[src/rtl/uart_pkg.sv]
// uart_pkg: shared types and constants for the UART receive/transmit path.
//
// Contents:
//   UART_DATA_W          - data bits per frame (matches the receive FIFO width)
//   CLKS_PER_BIT_DEFAULT - clocks per bit period for 100 MHz / 115200 baud
//   rx_state_t           - receive FSM state encoding
//   even_parity()        - even-parity bit of a data word
//
// Configuration macro: UART_RX_PARITY_EN adds the S_PARITY state (8E1 frames).
// Encodings are fixed so the state value seen on a debug port does not
// depend on whether the parity state is compiled in.

package uart_pkg;

    localparam int UART_DATA_W          = 8;
    localparam int CLKS_PER_BIT_DEFAULT = 868;

    typedef enum logic [2:0] {
        S_IDLE      = 3'd0,
        S_START     = 3'd1,
        S_DATA      = 3'd2,
`ifdef UART_RX_PARITY_EN
        S_PARITY    = 3'd3,
`endif
        S_STOP      = 3'd4,
        S_WAIT_HIGH = 3'd5
    } rx_state_t;

    // Even parity bit: 1 when the word holds an odd number of ones, so that
    // data plus parity bit carry an even count. Narrower words are passed in
    // zero-extended, which leaves the parity unchanged.
    function automatic logic even_parity(input logic [31:0] d);
        return ^d;
    endfunction

endpackage

[src/rtl/sync_2ff.sv]
// sync_2ff: two-flop synchroniser for a single asynchronous input.
//
// Ports:
//   clk_i  - destination clock
//   rst_ni - asynchronous active-low reset
//   d_i    - asynchronous input
//   q_o    - synchronised output, two clk_i cycles behind d_i
//
// Both flops reset to 1 so an idle-high serial line looks idle straight out
// of reset instead of producing a spurious falling edge.

module sync_2ff (
    input  logic clk_i,
    input  logic rst_ni,
    input  logic d_i,
    output logic q_o
);

    logic meta_q;
    logic sync_q;

    always_ff @(posedge clk_i or negedge rst_ni) begin
        if (!rst_ni) begin
            meta_q <= 1'b1;
            sync_q <= 1'b1;
        end else begin
            meta_q <= d_i;
            sync_q <= meta_q;
        end
    end

    assign q_o = sync_q;

endmodule

[src/rtl/uart_rx.sv]
// uart_rx: serial receive front end of the UART-ALU path.
//
// Deserialises frames from rx and writes each good byte into the receive
// FIFO. Framing, overrun and (optionally) parity errors are reported as
// one-cycle pulses. All outputs are registered.
//
// Parameters:
//   CLKS_PER_BIT - clock cycles per bit period (even, >= 8)
//   WIDTH        - data bits per frame (must match the FIFO width, <= 32)
//
// Ports:
//   clk         in   system clock, rising edge
//   reset       in   asynchronous active-low reset
//   rx          in   asynchronous serial input, idles high
//   full        in   FIFO full flag, looked at only when the stop bit is sampled
//   W_en        out  one-cycle FIFO write strobe
//   data_in     out  byte to the FIFO, valid with W_en, holds otherwise
//   frame_err   out  one-cycle pulse: stop bit sampled 0
//   overrun_err out  one-cycle pulse: good byte dropped because full=1
//   parity_err  out  one-cycle pulse: parity mismatch (0 without the macro)
//   busy        out  high in every state except idle
//   state_dbg   out  current FSM state (rx_state_t encoding)
//
// Handshake: the FIFO write port has no back-pressure beyond full; a byte is
// transferred in exactly the cycle W_en=1, and W_en is never raised while the
// full value sampled at the stop bit was 1.
//
// Configuration macro: UART_RX_PARITY_EN. Defined -> 8E1 frames with a
// PARITY state and live parity_err; undefined -> 8N1, parity_err tied 0.

module uart_rx
    import uart_pkg::*;
#(
    parameter int CLKS_PER_BIT = CLKS_PER_BIT_DEFAULT,
    parameter int WIDTH        = UART_DATA_W
) (
    input  logic             clk,
    input  logic             reset,
    input  logic             rx,
    input  logic             full,
    output logic             W_en,
    output logic [WIDTH-1:0] data_in,
    output logic             frame_err,
    output logic             overrun_err,
    output logic             parity_err,
    output logic             busy,
    output logic [2:0]       state_dbg
);

    localparam int CNT_W = $clog2(CLKS_PER_BIT);
    localparam int IDX_W = (WIDTH > 1) ? $clog2(WIDTH) : 1;

    localparam logic [CNT_W-1:0] HALF_M1  = CNT_W'(CLKS_PER_BIT / 2 - 1);
    localparam logic [CNT_W-1:0] FULL_M1  = CNT_W'(CLKS_PER_BIT - 1);
    localparam logic [IDX_W-1:0] LAST_IDX = IDX_W'(WIDTH - 1);

    logic rx_s;

    rx_state_t        state_q;
    logic [CNT_W-1:0] cnt_q;
    logic [IDX_W-1:0] idx_q;
    logic [WIDTH-1:0] shift_q;
    logic [WIDTH-1:0] data_q;
    logic             wen_q;
    logic             ferr_q;
    logic             oerr_q;
    logic             busy_q;
`ifdef UART_RX_PARITY_EN
    logic             perr_q;
    logic             perr_flag_q;
`endif

    sync_2ff u_sync (
        .clk_i  (clk),
        .rst_ni (reset),
        .d_i    (rx),
        .q_o    (rx_s)
    );

    always_ff @(posedge clk or negedge reset) begin
        if (!reset) begin
            state_q     <= S_IDLE;
            cnt_q       <= '0;
            idx_q       <= '0;
            shift_q     <= '0;
            data_q      <= '0;
            wen_q       <= 1'b0;
            ferr_q      <= 1'b0;
            oerr_q      <= 1'b0;
            busy_q      <= 1'b0;
`ifdef UART_RX_PARITY_EN
            perr_q      <= 1'b0;
            perr_flag_q <= 1'b0;
`endif
        end else begin
            // Strobes are single-cycle: cleared every cycle unless set below.
            wen_q  <= 1'b0;
            ferr_q <= 1'b0;
            oerr_q <= 1'b0;
`ifdef UART_RX_PARITY_EN
            perr_q <= 1'b0;
`endif
            case (state_q)
                S_IDLE: begin
                    cnt_q <= '0;
                    idx_q <= '0;
                    if (!rx_s) begin
                        state_q <= S_START;
                        busy_q  <= 1'b1;
                    end
                end

                // Re-check the line half a bit in; a high sample means the
                // falling edge was a glitch.
                S_START: begin
                    if (cnt_q == HALF_M1) begin
                        cnt_q <= '0;
                        if (rx_s) begin
                            state_q <= S_IDLE;
                            busy_q  <= 1'b0;
                        end else begin
                            state_q <= S_DATA;
                        end
                    end else begin
                        cnt_q <= cnt_q + CNT_W'(1);
                    end
                end

                // Sampling points sit a full bit after the start midpoint,
                // i.e. at the centre of each data bit. LSB arrives first.
                S_DATA: begin
                    if (cnt_q == FULL_M1) begin
                        cnt_q   <= '0;
                        shift_q <= {rx_s, shift_q[WIDTH-1:1]};
                        if (idx_q == LAST_IDX) begin
                            idx_q   <= '0;
`ifdef UART_RX_PARITY_EN
                            state_q <= S_PARITY;
`else
                            state_q <= S_STOP;
`endif
                        end else begin
                            idx_q <= idx_q + IDX_W'(1);
                        end
                    end else begin
                        cnt_q <= cnt_q + CNT_W'(1);
                    end
                end

`ifdef UART_RX_PARITY_EN
                // The mismatch is only remembered here; it is reported at the
                // stop bit so a framing error can take priority.
                S_PARITY: begin
                    if (cnt_q == FULL_M1) begin
                        cnt_q       <= '0;
                        perr_flag_q <= (rx_s != even_parity(32'(shift_q)));
                        state_q     <= S_STOP;
                    end else begin
                        cnt_q <= cnt_q + CNT_W'(1);
                    end
                end
`endif

                // Priority: framing, then parity, then overrun, then write.
                S_STOP: begin
                    if (cnt_q == FULL_M1) begin
                        cnt_q <= '0;
                        if (!rx_s) begin
                            ferr_q  <= 1'b1;
                            state_q <= S_WAIT_HIGH;
`ifdef UART_RX_PARITY_EN
                        end else if (perr_flag_q) begin
                            perr_q  <= 1'b1;
                            state_q <= S_IDLE;
                            busy_q  <= 1'b0;
`endif
                        end else if (full) begin
                            oerr_q  <= 1'b1;
                            state_q <= S_IDLE;
                            busy_q  <= 1'b0;
                        end else begin
                            wen_q   <= 1'b1;
                            data_q  <= shift_q;
                            state_q <= S_IDLE;
                            busy_q  <= 1'b0;
                        end
                    end else begin
                        cnt_q <= cnt_q + CNT_W'(1);
                    end
                end

                // A held-low line (break) must not be read as a stream of
                // zero bytes; wait for it to return high first.
                S_WAIT_HIGH: begin
                    cnt_q <= '0;
                    if (rx_s) begin
                        state_q <= S_IDLE;
                        busy_q  <= 1'b0;
                    end
                end

                default: begin
                    cnt_q   <= '0;
                    idx_q   <= '0;
                    state_q <= S_IDLE;
                    busy_q  <= 1'b0;
                end
            endcase
        end
    end

    assign W_en        = wen_q;
    assign data_in     = data_q;
    assign frame_err   = ferr_q;
    assign overrun_err = oerr_q;
    assign busy        = busy_q;
    assign state_dbg   = state_q;
`ifdef UART_RX_PARITY_EN
    assign parity_err  = perr_q;
`else
    assign parity_err  = 1'b0;
`endif

endmodule

[config.mk]
export PLATFORM = sky130hd
export DESIGN_NAME = uart_rx
export DESIGN_NICKNAME = d
export VERILOG_FILES = /design/src/rtl/uart_pkg.sv /design/src/rtl/sync_2ff.sv /design/src/rtl/uart_rx.sv
export SDC_FILE = /design/constraint.sdc
export NUM_CORES = 1
export LEC_CHECK = 0
export ABC_CLOCK_PERIOD_IN_PS = 4100
export CAP_MARGIN = 20
export CORE_MARGIN = 4
export CORE_UTILIZATION = 50
export CTS_CLUSTER_DIAMETER = 100
export DETAILED_ROUTE_END_ITERATION = 8
export GPL_TIMING_DRIVEN = 1
export PLACE_DENSITY = 0.72
export SLEW_MARGIN = 25
export SYNTH_ARGS = -nofsm -noshare
export SYNTH_HDL_FRONTEND = slang
export SYNTH_SLANG_ARGS = --single-unit
[constraint.sdc]
create_clock -name clk -period 4.1 [get_ports clk]
set_clock_uncertainty 0.05 [all_clocks]
set_input_delay 0.82 -clock clk [delete_from_list [all_inputs] [get_ports clk]]
set_output_delay 0.82 -clock clk [all_outputs]
set_load 0.05 [all_outputs]
==> results.sh, run 1 <==
export IMPL_post_route_min_period_ns=2.584
export IMPL_overflow=0
export IMPL_clk_pin_slew_ns=0.12
export IMPL_grt_util_all_layers=0.1651
export IMPL_final_nets=170
export IMPL_hold_depth=0
export IMPL_holdWs_ns=0.3144
export IMPL_die_h_um=66.85
export IMPL_via_count=1115
export IMPL_rows=21
export IMPL_cts_made_buffers=5
export IMPL_synth_common_cells="dfrtp_1 (36), nor2_1 (15), nand2_1 (11)"
export IMPL_dpl_hpwl_mm=2.253
export IMPL_crit_start="state_dbg[2]$_DFFE_PN0P_"
export IMPL_cts_max_level=2
export IMPL_drt_total_wl_mm=3.094
export IMPL_drtIter0Drc=47
export IMPL_start_util=0.5189
export IMPL_synth_edf_count=0
export IMPL_cpLargestDelayFamily="buffers and inverters"
export IMPL_p_leak_nw=0.9947
export IMPL_core_area_um2=3337
export IMPL_syn_inst=139
export IMPL_reg2reg_to="data_in[7]$_DFFE_PN0P_"
export IMPL_ir_drop_mv=0.2393
export IMPL_wl_per_cell_um=14.80
export IMPL_endpoint_kind="primary output"
export IMPL_finalMaxSlewViolations=0
export IMPL_holdPathEnd="u_sync.q_o$_DFF_PN1_"
export IMPL_antenna_found_initial=0
export IMPL_die_width_um=66.85
export IMPL_powerDensity_nw_per_um2=347.2
export IMPL_synth_area_um2=1732
export IMPL_holdCritStartpoint="u_sync.meta_q$_DFF_PN1_"
export IMPL_crit_fanout=8
export IMPL_dr_pass1_iters=4
export IMPL_fmax_mhz=387.0
export IMPL_synth_seq_cells=38
export IMPL_async_flop_share=1.000
export IMPL_grt_pass1_wl_mm=5.451
export IMPL_grt_max_degree=39
export IMPL_crit_buf_inv=1
export IMPL_max_slew_worst_pin_slew_ns=0.8083
export IMPL_slowest_delay_ns=0.86
export IMPL_ys_warnings_count=0
export IMPL_synth_avg_cell_area_um2=12.46
export IMPL_cts_buffer_depth=2
export IMPL_fillers=281
export IMPL_cts_num_sinks=38
export IMPL_clk_latency_ns=0.34
export IMPL_final_antenna_net_count=0
export IMPL_max_slew_margin=0.4611
export IMPL_path_class="flop to primary output"
export IMPL_min_period_over_period=0.6302
export IMPL_layout_setup_ws_ns=1.516
export IMPL_synthTopCellsByArea="dfrtp_1 (52%), mux2_4 (6.9%), mux2_2 (5.2%)"
export IMPL_hold_buffers=0
export IMPL_netlist_top_cell_by_area="dfrtp_1"
export IMPL_r2r_setup_slack_ns=1.80
export IMPL_status="completed"
export IMPL_synth_main_ff_cell="dfrtp_1"
export IMPL_drc_errors=0
export IMPL_grt_pass1_vias=1166
export IMPL_drive_above_1_share=0.2147
export IMPL_synth_most_common_cell="dfrtp_1"
export IMPL_vias_per_cell=5.335
export IMPL_clock_tree_root_cell="clkbuf_4"
export IMPL_fin_total_pwr_w=0.0007124
export IMPL_syn_num_nets=147
export IMPL_cp_depth=1
export IMPL_gp_congestion=0.7910
export IMPL_pre_cts_ws_ns=1.684
export IMPL_start_kind="flop"
export IMPL_cts_tree="built"
export IMPL_synth_top_cell_area_share=0.5202
export IMPL_yosysSeqAreaShare=0.5506
export IMPL_hold_violations=0
export IMPL_port_buffers=18
export IMPL_syn2layout_area_growth_pct=18.50
export IMPL_slowest_stage="clkdlybuf4s50_1"
export IMPL_rsz0062_at_grt="false"
export IMPL_crit_chain="clkdlybuf4s50_1"
export IMPL_yosysUniqueCellTypes=37
export IMPL_post_cts_resized=0
export IMPL_setup_tns_ns=0
export IMPL_maxCapViolCount=0
export IMPL_cp_arrival_ns=1.71
export IMPL_reg2regPathDepth=5
export IMPL_cp_required_ns=3.23
export IMPL_hold_class="flop to flop"
export IMPL_ioPinCount=20
export IMPL_cts_setup_buffers=0
export IMPL_setup_viol=0
export IMPL_r2r_start="cnt_q[0]$_DFF_PN0_"
export IMPL_antenna_cells=0
export IMPL_dieArea_um2=4469
## layout make-up
cell class | instances | area [um2] | share of cell area
flip-flops and latches | 38 | 953.4 | 0.4646
multi-input cells | 93 | 737.0 | 0.3591
repair buffers | 18 | 175.2 | 0.08537
clock inverters | 3 | 68.82 | 0.03354
well taps | 46 | 57.56 | 0.02805
clock buffers | 5 | 37.54 | 0.01829
inverters | 6 | 22.52 | 0.01098
## worst reg2reg max path, delay by kind of cell (launching register included)
| kind | cells | cell delay [ns] |
|---|---|---|
| flip-flops | 1 | 0.43 |
| adder cells (fa/ha/maj) | 1 | 0.24 |
| multiplexers | 1 | 0.33 |
| AND/OR/NAND/NOR | 3 | 1.14 |
## worst max path at each step
stage,slack [ns],to
after floorplan,1.83,data_in[0]$_DFFE_PN0P_
after global placement,1.73,data_in[6]$_DFFE_PN0P_
after detailed placement,1.68,data_in[6]$_DFFE_PN0P_
after CTS,1.50,state_dbg[2]
after global routing,1.43,state_dbg[2]
final,1.52,state_dbg[2]
## per-stage QoR
stage,cells,area (um2),utilization
2_1_floorplan,139,1732,-
5_1_grt,209,2052,0.6149
3_3_place_gp,201,1946,0.5831
4_1_cts,209,2052,0.6149
6_report,209,2052,0.6149
3_5_place_dp,201,1946,0.5831
## cells by family (layout without fill, tap and decap cells)
| kind of cell | after synthesis | after routing | share of synthesized area |
|---|---|---|---|
| XOR/XNOR | 9 | 9 | 0.04552 |
| AO/OA/AOI/OAI | 16 | 16 | 0.06359 |
| flip-flops | 38 | 38 | 0.5506 |
| other | 1 | 1 | 0.002166 |
| buffers and inverters | 8 | 32 | 0.02384 |
| AND/OR/NAND/NOR | 45 | 45 | 0.1525 |
| multiplexers | 18 | 18 | 0.1330 |
| adder cells (fa/ha/maj) | 4 | 4 | 0.02890 |
## placed cells by master (no fill, tap or decap), drive strengths merged, types with 3 or more instances in the layout
cell type	netlist	routed
a22o	3	3
clkdlybuf4s50	0	17
clkbuf	0	5
nand2	11	11
o22ai	3	3
ha	4	4
xnor2	4	4
dfrtp	36	36
mux2	16	16
inv	6	6
nor2	16	16
nand3	3	3
xor2	5	5
## registers in the layout (all words and copies together), names as in the netlist
register	flops
W_en	1
busy	1
cnt_q	10
data_in	8
frame_err	1
idx_q	3
overrun_err	1
shift_q	8
state_dbg	3
u_sync.meta_q	1
u_sync.q_o	1
## layer usage
metal | part of all wire | global-route usage | up-vias
met1 | 0.44 | 0.2086 | 553
li1 | - | - | 540
met3 | 0.036 | 0.05565 | 2
met4 | 0.0048 | 0.04557 | 0
met2 | 0.52 | 0.2686 | 20
met5 | 0 | 0 | -
## report_power, final
group | leakage [nW] | internal (W) | switching (W) | total (W)
Sequential | 0.504 | 0.000377 | 0.00000116 | 0.000378
Clock | 0.0554 | 0.000191 | 0.000132 | 0.000323
Combinational | 0.435 | 0.00000230 | 0.00000982 | 0.0000121
Power figures use the tool's default switching activity.
==> inputs of run 2 (changes only) <==
ABC_CLOCK_PERIOD_IN_PS = 2300   (was 4100)
CORE_UTILIZATION = 49   (was 50)
PLACE_DENSITY = 0.74   (was 0.72)
clock period = 2.3 ns   (was 4.1 ns; I/O delays follow)
==> run 2 against run 1 <==
Compared with the run above:
- sequential power grew 78%
- register-to-register slack lost 1.6 ns
- via count shrank 0.81%
- combinational power grew 95%
- final cell count grew 2.9%
- die area grew 1.8%
- power grew 62%
- routed wire length shrank 5.6%
- setup slack lost 1.5 ns
- count of clock-buffer cells in the layout grew 1
==> results.sh, run 2 (synthesis gave the netlist of run 1 again) <==
export IMPL_die_h_um=67.45
export IMPL_dpl_hpwl_mm=2.114
export IMPL_drt_total_wl_mm=2.920
export IMPL_cts_num_sinks=38
export IMPL_dieArea_um2=4549
export IMPL_cp_arrival_ns=1.73
export IMPL_gp_congestion=0.8992
export IMPL_crit_fanout=8
export IMPL_hold_buffers=0
export IMPL_reg2regPathDepth=5
export IMPL_clk_pin_slew_ns=0.10
export IMPL_wl_per_cell_um=13.58
export IMPL_max_slew_worst_pin_slew_ns=0.4993
export IMPL_post_cts_resized=0
export IMPL_antenna_cells=0
export IMPL_post_route_min_period_ns=2.243
export IMPL_final_common_cell="dfrtp_1"
export IMPL_clk_latency_ns=0.34
export IMPL_start_kind="flop"
export IMPL_slowest_delay_ns=0.86
export IMPL_final_cell_mix="dfrtp_1 (36), clkdlybuf4s50_1 (18), nor2_1 (15), nand2_1 (11)"
export IMPL_start_util=0.5149
export IMPL_setup_tns_ns=0
export IMPL_antenna_found_initial=0
export IMPL_dr_pass1_iters=4
export IMPL_drc_errors=0
export IMPL_drtIter0Drc=69
export IMPL_status="completed"
export IMPL_crit_chain="clkdlybuf4s50_1"
export IMPL_final_antenna_net_count=0
export IMPL_top_register="cnt_q"
export IMPL_core_area_um2=3363
export IMPL_ir_drop_mv=0.3315
export IMPL_stdcell_count=215
export IMPL_overflow=0
export IMPL_cts_buffer_depth=2
export IMPL_cpLargestDelayFamily="buffers and inverters"
export IMPL_cp_required_ns=1.79
export IMPL_grt_util_all_layers=0.1526
export IMPL_rows=21
export IMPL_reg2reg_to="data_in[2]$_DFFE_PN0P_"
export IMPL_r2r_start="cnt_q[0]$_DFF_PN0_"
export IMPL_pre_cts_ws_ns=0.1846
export IMPL_drive_above_1_share=0.2367
export IMPL_powerDensity_nw_per_um2=553.5
export IMPL_port_buffers=18
export IMPL_hold_violations=0
export IMPL_hold_class="flop to flop"
export IMPL_hold_depth=0
export IMPL_cts_tree="built"
export IMPL_ioPinCount=20
export IMPL_final_design_area_no_fill_um2=2085
export IMPL_holdWs_ns=0.3106
export IMPL_cts_max_level=2
export IMPL_r2r_setup_slack_ns=0.18
export IMPL_cts_setup_buffers=0
export IMPL_clock_tree_root_cell="clkbuf_4"
export IMPL_min_period_over_period=0.9750
export IMPL_max_slew_margin=0.6661
export IMPL_largest_reg_flops=10
export IMPL_finalMaxSlewViolations=0
export IMPL_die_width_um=67.45
export IMPL_placed_area_um2=2003
export IMPL_dp_cells=208
export IMPL_via_count=1106
export IMPL_endpoint_kind="primary output"
export IMPL_fmax_mhz=445.9
export IMPL_rsz0062_at_grt="false"
export IMPL_slowest_stage="clkdlybuf4s50_1"
export IMPL_layout_setup_ws_ns=0.05744
export IMPL_maxCapViolCount=0
export IMPL_path_class="flop to primary output"
export IMPL_holdPathEnd="u_sync.q_o$_DFF_PN1_"
export IMPL_vias_per_cell=5.144
export IMPL_setup_viol=0
export IMPL_crit_buf_inv=1
export IMPL_holdCritStartpoint="u_sync.meta_q$_DFF_PN1_"
export IMPL_grt_max_degree=39
export IMPL_p_leak_nw=1.019
export IMPL_final_nets=177
export IMPL_cts_made_buffers=5
export IMPL_grt_pass1_wl_mm=5.099
export IMPL_syn2layout_area_growth_pct=20.38
export IMPL_grt_pass1_vias=1116
run 2: cell count changes in the layout (fill, tap and decap cells not counted), sizes merged:
| cell | change |
|---|---|
| buf | +6 |
| bufinv | -1 |
| clkbuf | +1 |
| clkdlybuf4s50 | +1 |
| clkinv | -1 |
run 2: layout make-up:
| class | instances | area [um2] |
|---|---|---|
| well taps | 46 | 57.56 |
| fillers | 293 | 1279 |
| flip-flops and latches | 38 | 953.4 |
| repair buffers | 25 | 232.7 |
| clock buffers | 6 | 51.30 |
| multi-input cells | 93 | 737.0 |
| clock inverters | 1 | 30.03 |
| inverters | 6 | 22.52 |
run 2: worst max path at each step:
stage	cells after the start	end	from
after floorplan	4	data_in[0]$_DFFE_PN0P_	state_dbg[2]$_DFFE_PN0P_
after global placement	5	data_in[5]$_DFFE_PN0P_	cnt_q[0]$_DFF_PN0_
after global routing	1	state_dbg[2]	state_dbg[2]$_DFFE_PN0P_
after CTS	1	state_dbg[2]	state_dbg[2]$_DFFE_PN0P_
after detailed placement	5	data_in[4]$_DFFE_PN0P_	cnt_q[0]$_DFF_PN0_
final	1	state_dbg[2]	state_dbg[2]$_DFFE_PN0P_
run 2: power breakdown:
group	switching [W]	total (W)	internal, W
logic	0.0000175	0.0000236	0.00000610
registers	0.00000202	0.000673	0.000671
clock network	0.000204	0.000457	0.000253
run 2: layer usage:
layer	routed length, um	GRT usage
met1	1394	0.2077
met2	1323	0.2270
met3	137	0.04160
met4	64	0.06835
met5	0	0
run 2: stage by stage:
step | utilization | total power, W
after detailed placement | 0.5956 | 0.0007108
after floorplan | - | 0.0006916
after global routing | 0.6198 | 0.001202
after global placement | 0.5956 | 0.0007104
final | 0.6198 | 0.001154
after CTS | 0.6198 | 0.001173
run 2: worst register-to-register path, stage by stage (launching register included):
cell and delay (ns):
dfrtp_1 0.42, ha_1 0.23, and4bb_4 0.27, nand4_4 0.10
or4_4 0.61, mux2_4 0.33
==> inputs of run 3 (changes only) <==
CORE_ASPECT_RATIO = 0.6   (was unset)
==> run 3 against run 2 <==
Compared with the run above:
- power increased by 0.81%
- sequential share of layout area shrank 0.27 points
- first-iteration DRC count decreased by 43%
- count of clock-buffer cells in the layout stayed put
- sequential cell count did not move
- non-clock buffer count did not move
- global-route usage grew 0.75 points
- setup slack improved by 0.090 ns
- critical path type is now flop to flop
- largest cell class unchanged
- largest power group unchanged
==> results.sh, run 3 (synthesis gave the netlist of run 1 again) <==
export IMPL_status="completed"
export IMPL_cts_max_level=2
export IMPL_die_h_um=54.05
export IMPL_crit_buf_inv=0
export IMPL_post_route_min_period_ns=2.152
export IMPL_clk_latency_ns=0.29
export IMPL_cp_required_ns=2.42
export IMPL_hold_buffers=0
export IMPL_seqPwrFrac=0.579
export IMPL_hold_depth=0
export IMPL_dr_pass1_iters=4
export IMPL_syn2layout_area_growth_pct=21.10
export IMPL_hold_violations=0
export IMPL_wl_per_cell_um=15.30
export IMPL_powerDensity_nw_per_um2=554.6
export IMPL_final_cell_mix="dfrtp_1 (36), clkdlybuf4s50_1 (18), nor2_1 (15), nand2_1 (11)"
export IMPL_dieArea_um2=4580
export IMPL_overflow=0
export IMPL_largest_reg_flops=10
export IMPL_grt_util_all_layers=0.1600
export IMPL_cp_arrival_ns=2.28
export IMPL_max_slew_margin=0.6496
export IMPL_final_antenna_net_count=0
export IMPL_post_cts_resized=0
export IMPL_p_leak_nw=1.023
export IMPL_crit_chain="ha_1 > and4bb_4 > nand4_4 > or4_4 > mux2_4"
export IMPL_drive_above_1_share=0.2412
export IMPL_cts_buffer_depth=2
export IMPL_core_area_um2=3323
export IMPL_finalMaxSlewViolations=0
export IMPL_grt_pass1_vias=1102
export IMPL_maxCapViolCount=0
export IMPL_internal_power_w=0.0009179
export IMPL_slowest_delay_ns=0.62
export IMPL_cts_setup_buffers=0
export IMPL_cts_tree="built"
export IMPL_gp_congestion=0.8284
export IMPL_final_common_cell="dfrtp_1"
export IMPL_crit_fanout=9
export IMPL_holdPathEnd="u_sync.q_o$_DFF_PN1_"
export IMPL_reg2regPathDepth=5
export IMPL_sw_frac_of_total=0.2108
export IMPL_cts_num_sinks=38
export IMPL_combPwrFrac=0.021
export IMPL_drtIter0Drc=39
export IMPL_fin_total_pwr_w=0.001163
export IMPL_min_period_over_period=0.9358
export IMPL_grt_max_degree=39
export IMPL_port_buffers=18
export IMPL_drc_errors=0
export IMPL_clock_tree_root_cell="clkbuf_8"
export IMPL_clkPwrFrac=0.400
export IMPL_setup_viol=0
export IMPL_dpl_hpwl_mm=2.492
export IMPL_switching_power_w=0.0002452
export IMPL_antenna_found_initial=0
export IMPL_die_width_um=84.75
export IMPL_setup_tns_ns=0
export IMPL_top_register="cnt_q"
export IMPL_endpoint_kind="flop"
export IMPL_grt_pass1_wl_mm=5.451
export IMPL_start_kind="flop"
export IMPL_ir_drop_mv=0.4533
export IMPL_cts_made_buffers=5
export IMPL_final_nets=177
export IMPL_cpLargestDelayFamily="simple AND/OR/NAND/NOR gates"
export IMPL_vias_per_cell=5.363
export IMPL_rsz0062_at_grt="false"
export IMPL_max_slew_worst_pin_slew_ns=0.5240
export IMPL_antenna_cells=0
export IMPL_r2r_setup_slack_ns=0.15
export IMPL_path_class="flop to flop"
export IMPL_fillers=274
export IMPL_ioPinCount=20
export IMPL_via_count=1153
export IMPL_holdCritStartpoint="u_sync.meta_q$_DFF_PN1_"
export IMPL_reg2reg_to="data_in[2]$_DFFE_PN0P_"
export IMPL_r2r_start="cnt_q[0]$_DFF_PN0_"
export IMPL_slowest_stage="or4_4"
export IMPL_drt_total_wl_mm=3.289
export IMPL_clk_pin_slew_ns=0.07
export IMPL_hold_class="flop to flop"
export IMPL_start_util=0.5211
export IMPL_fmax_mhz=464.6
export IMPL_rows=16
==> run 3: final cells by class <==
cell class | count | area (um2) | area share
clock buffers | 6 | 82.58 | 0.03938
well taps | 45 | 56.30 | 0.02685
repair buffers | 25 | 232.7 | 0.1110
multi-input cells | 93 | 737.0 | 0.3514
clock inverters | 2 | 12.51 | 0.005967
inverters | 6 | 22.52 | 0.01074
flip-flops and latches | 38 | 953.4 | 0.4547
==> run 3: metrics by stage <==
| stage | hold WS, ns | utilization | worst slack [ns] | instance area [um2] | std cells |
|---|---|---|---|---|---|
| final | 0.3119 | 0.6310 | 0.1478 | 2097 | 215 |
| after global routing | 0.3086 | 0.6310 | 0.08413 | 2097 | 215 |
| after floorplan | 0.1144 | - | 0.03392 | 1732 | 139 |
| after global placement | 0.2957 | 0.6024 | 0.2294 | 2002 | 207 |
| after CTS | 0.3130 | 0.6310 | 0.1458 | 2097 | 215 |
| after detailed placement | 0.3087 | 0.6024 | 0.1567 | 2002 | 207 |
==> run 3: worst register-to-register path, delay by kind of cell, from the launching register on <==
family        cells  cell delay, ns
flops             1            0.40
mux               1            0.34
simple gates      3            1.01
fa+ha+maj         1            0.25
==> run 3: worst max path at each step <==
stage | start | endpoint | cells past startpoint
2_1_floorplan | state_dbg[2]$_DFFE_PN0P_ | data_in[0]$_DFFE_PN0P_ | 4
3_3_place_gp | cnt_q[0]$_DFF_PN0_ | data_in[6]$_DFFE_PN0P_ | 5
3_5_place_dp | cnt_q[0]$_DFF_PN0_ | data_in[2]$_DFFE_PN0P_ | 5
4_1_cts | cnt_q[0]$_DFF_PN0_ | data_in[2]$_DFFE_PN0P_ | 5
5_1_grt | cnt_q[0]$_DFF_PN0_ | data_in[1]$_DFFE_PN0P_ | 5
6_report | cnt_q[0]$_DFF_PN0_ | data_in[2]$_DFFE_PN0P_ | 5
==> run 3: routing by layer <==
metal / up-vias / GRT usage / part of all wire / wire (um)
met5: - / 0 / 0 / 0
met2: 22 / 0.2494 / 0.47 / 1535
li1: 548 / - / - / -
met1: 578 / 0.2093 / 0.48 / 1577
met3: 5 / 0.06116 / 0.042 / 138
met4: 0 / 0.05000 / 0.012 / 38
==> run 3: power by group through the flow <==
| stage | registers, W | clock network [W] | logic (W) |
|---|---|---|---|
| global placement | 0.000686 | 0 | 0.0000245 |
| global route | 0.000673 | 0.000521 | 0.0000274 |
| finish | 0.000674 | 0.000465 | 0.0000240 |
| detailed placement | 0.000686 | 0 | 0.0000254 |
| CTS | 0.000673 | 0.000481 | 0.0000253 |
| floorplan | 0.000685 | 0 | 0.00000630 |
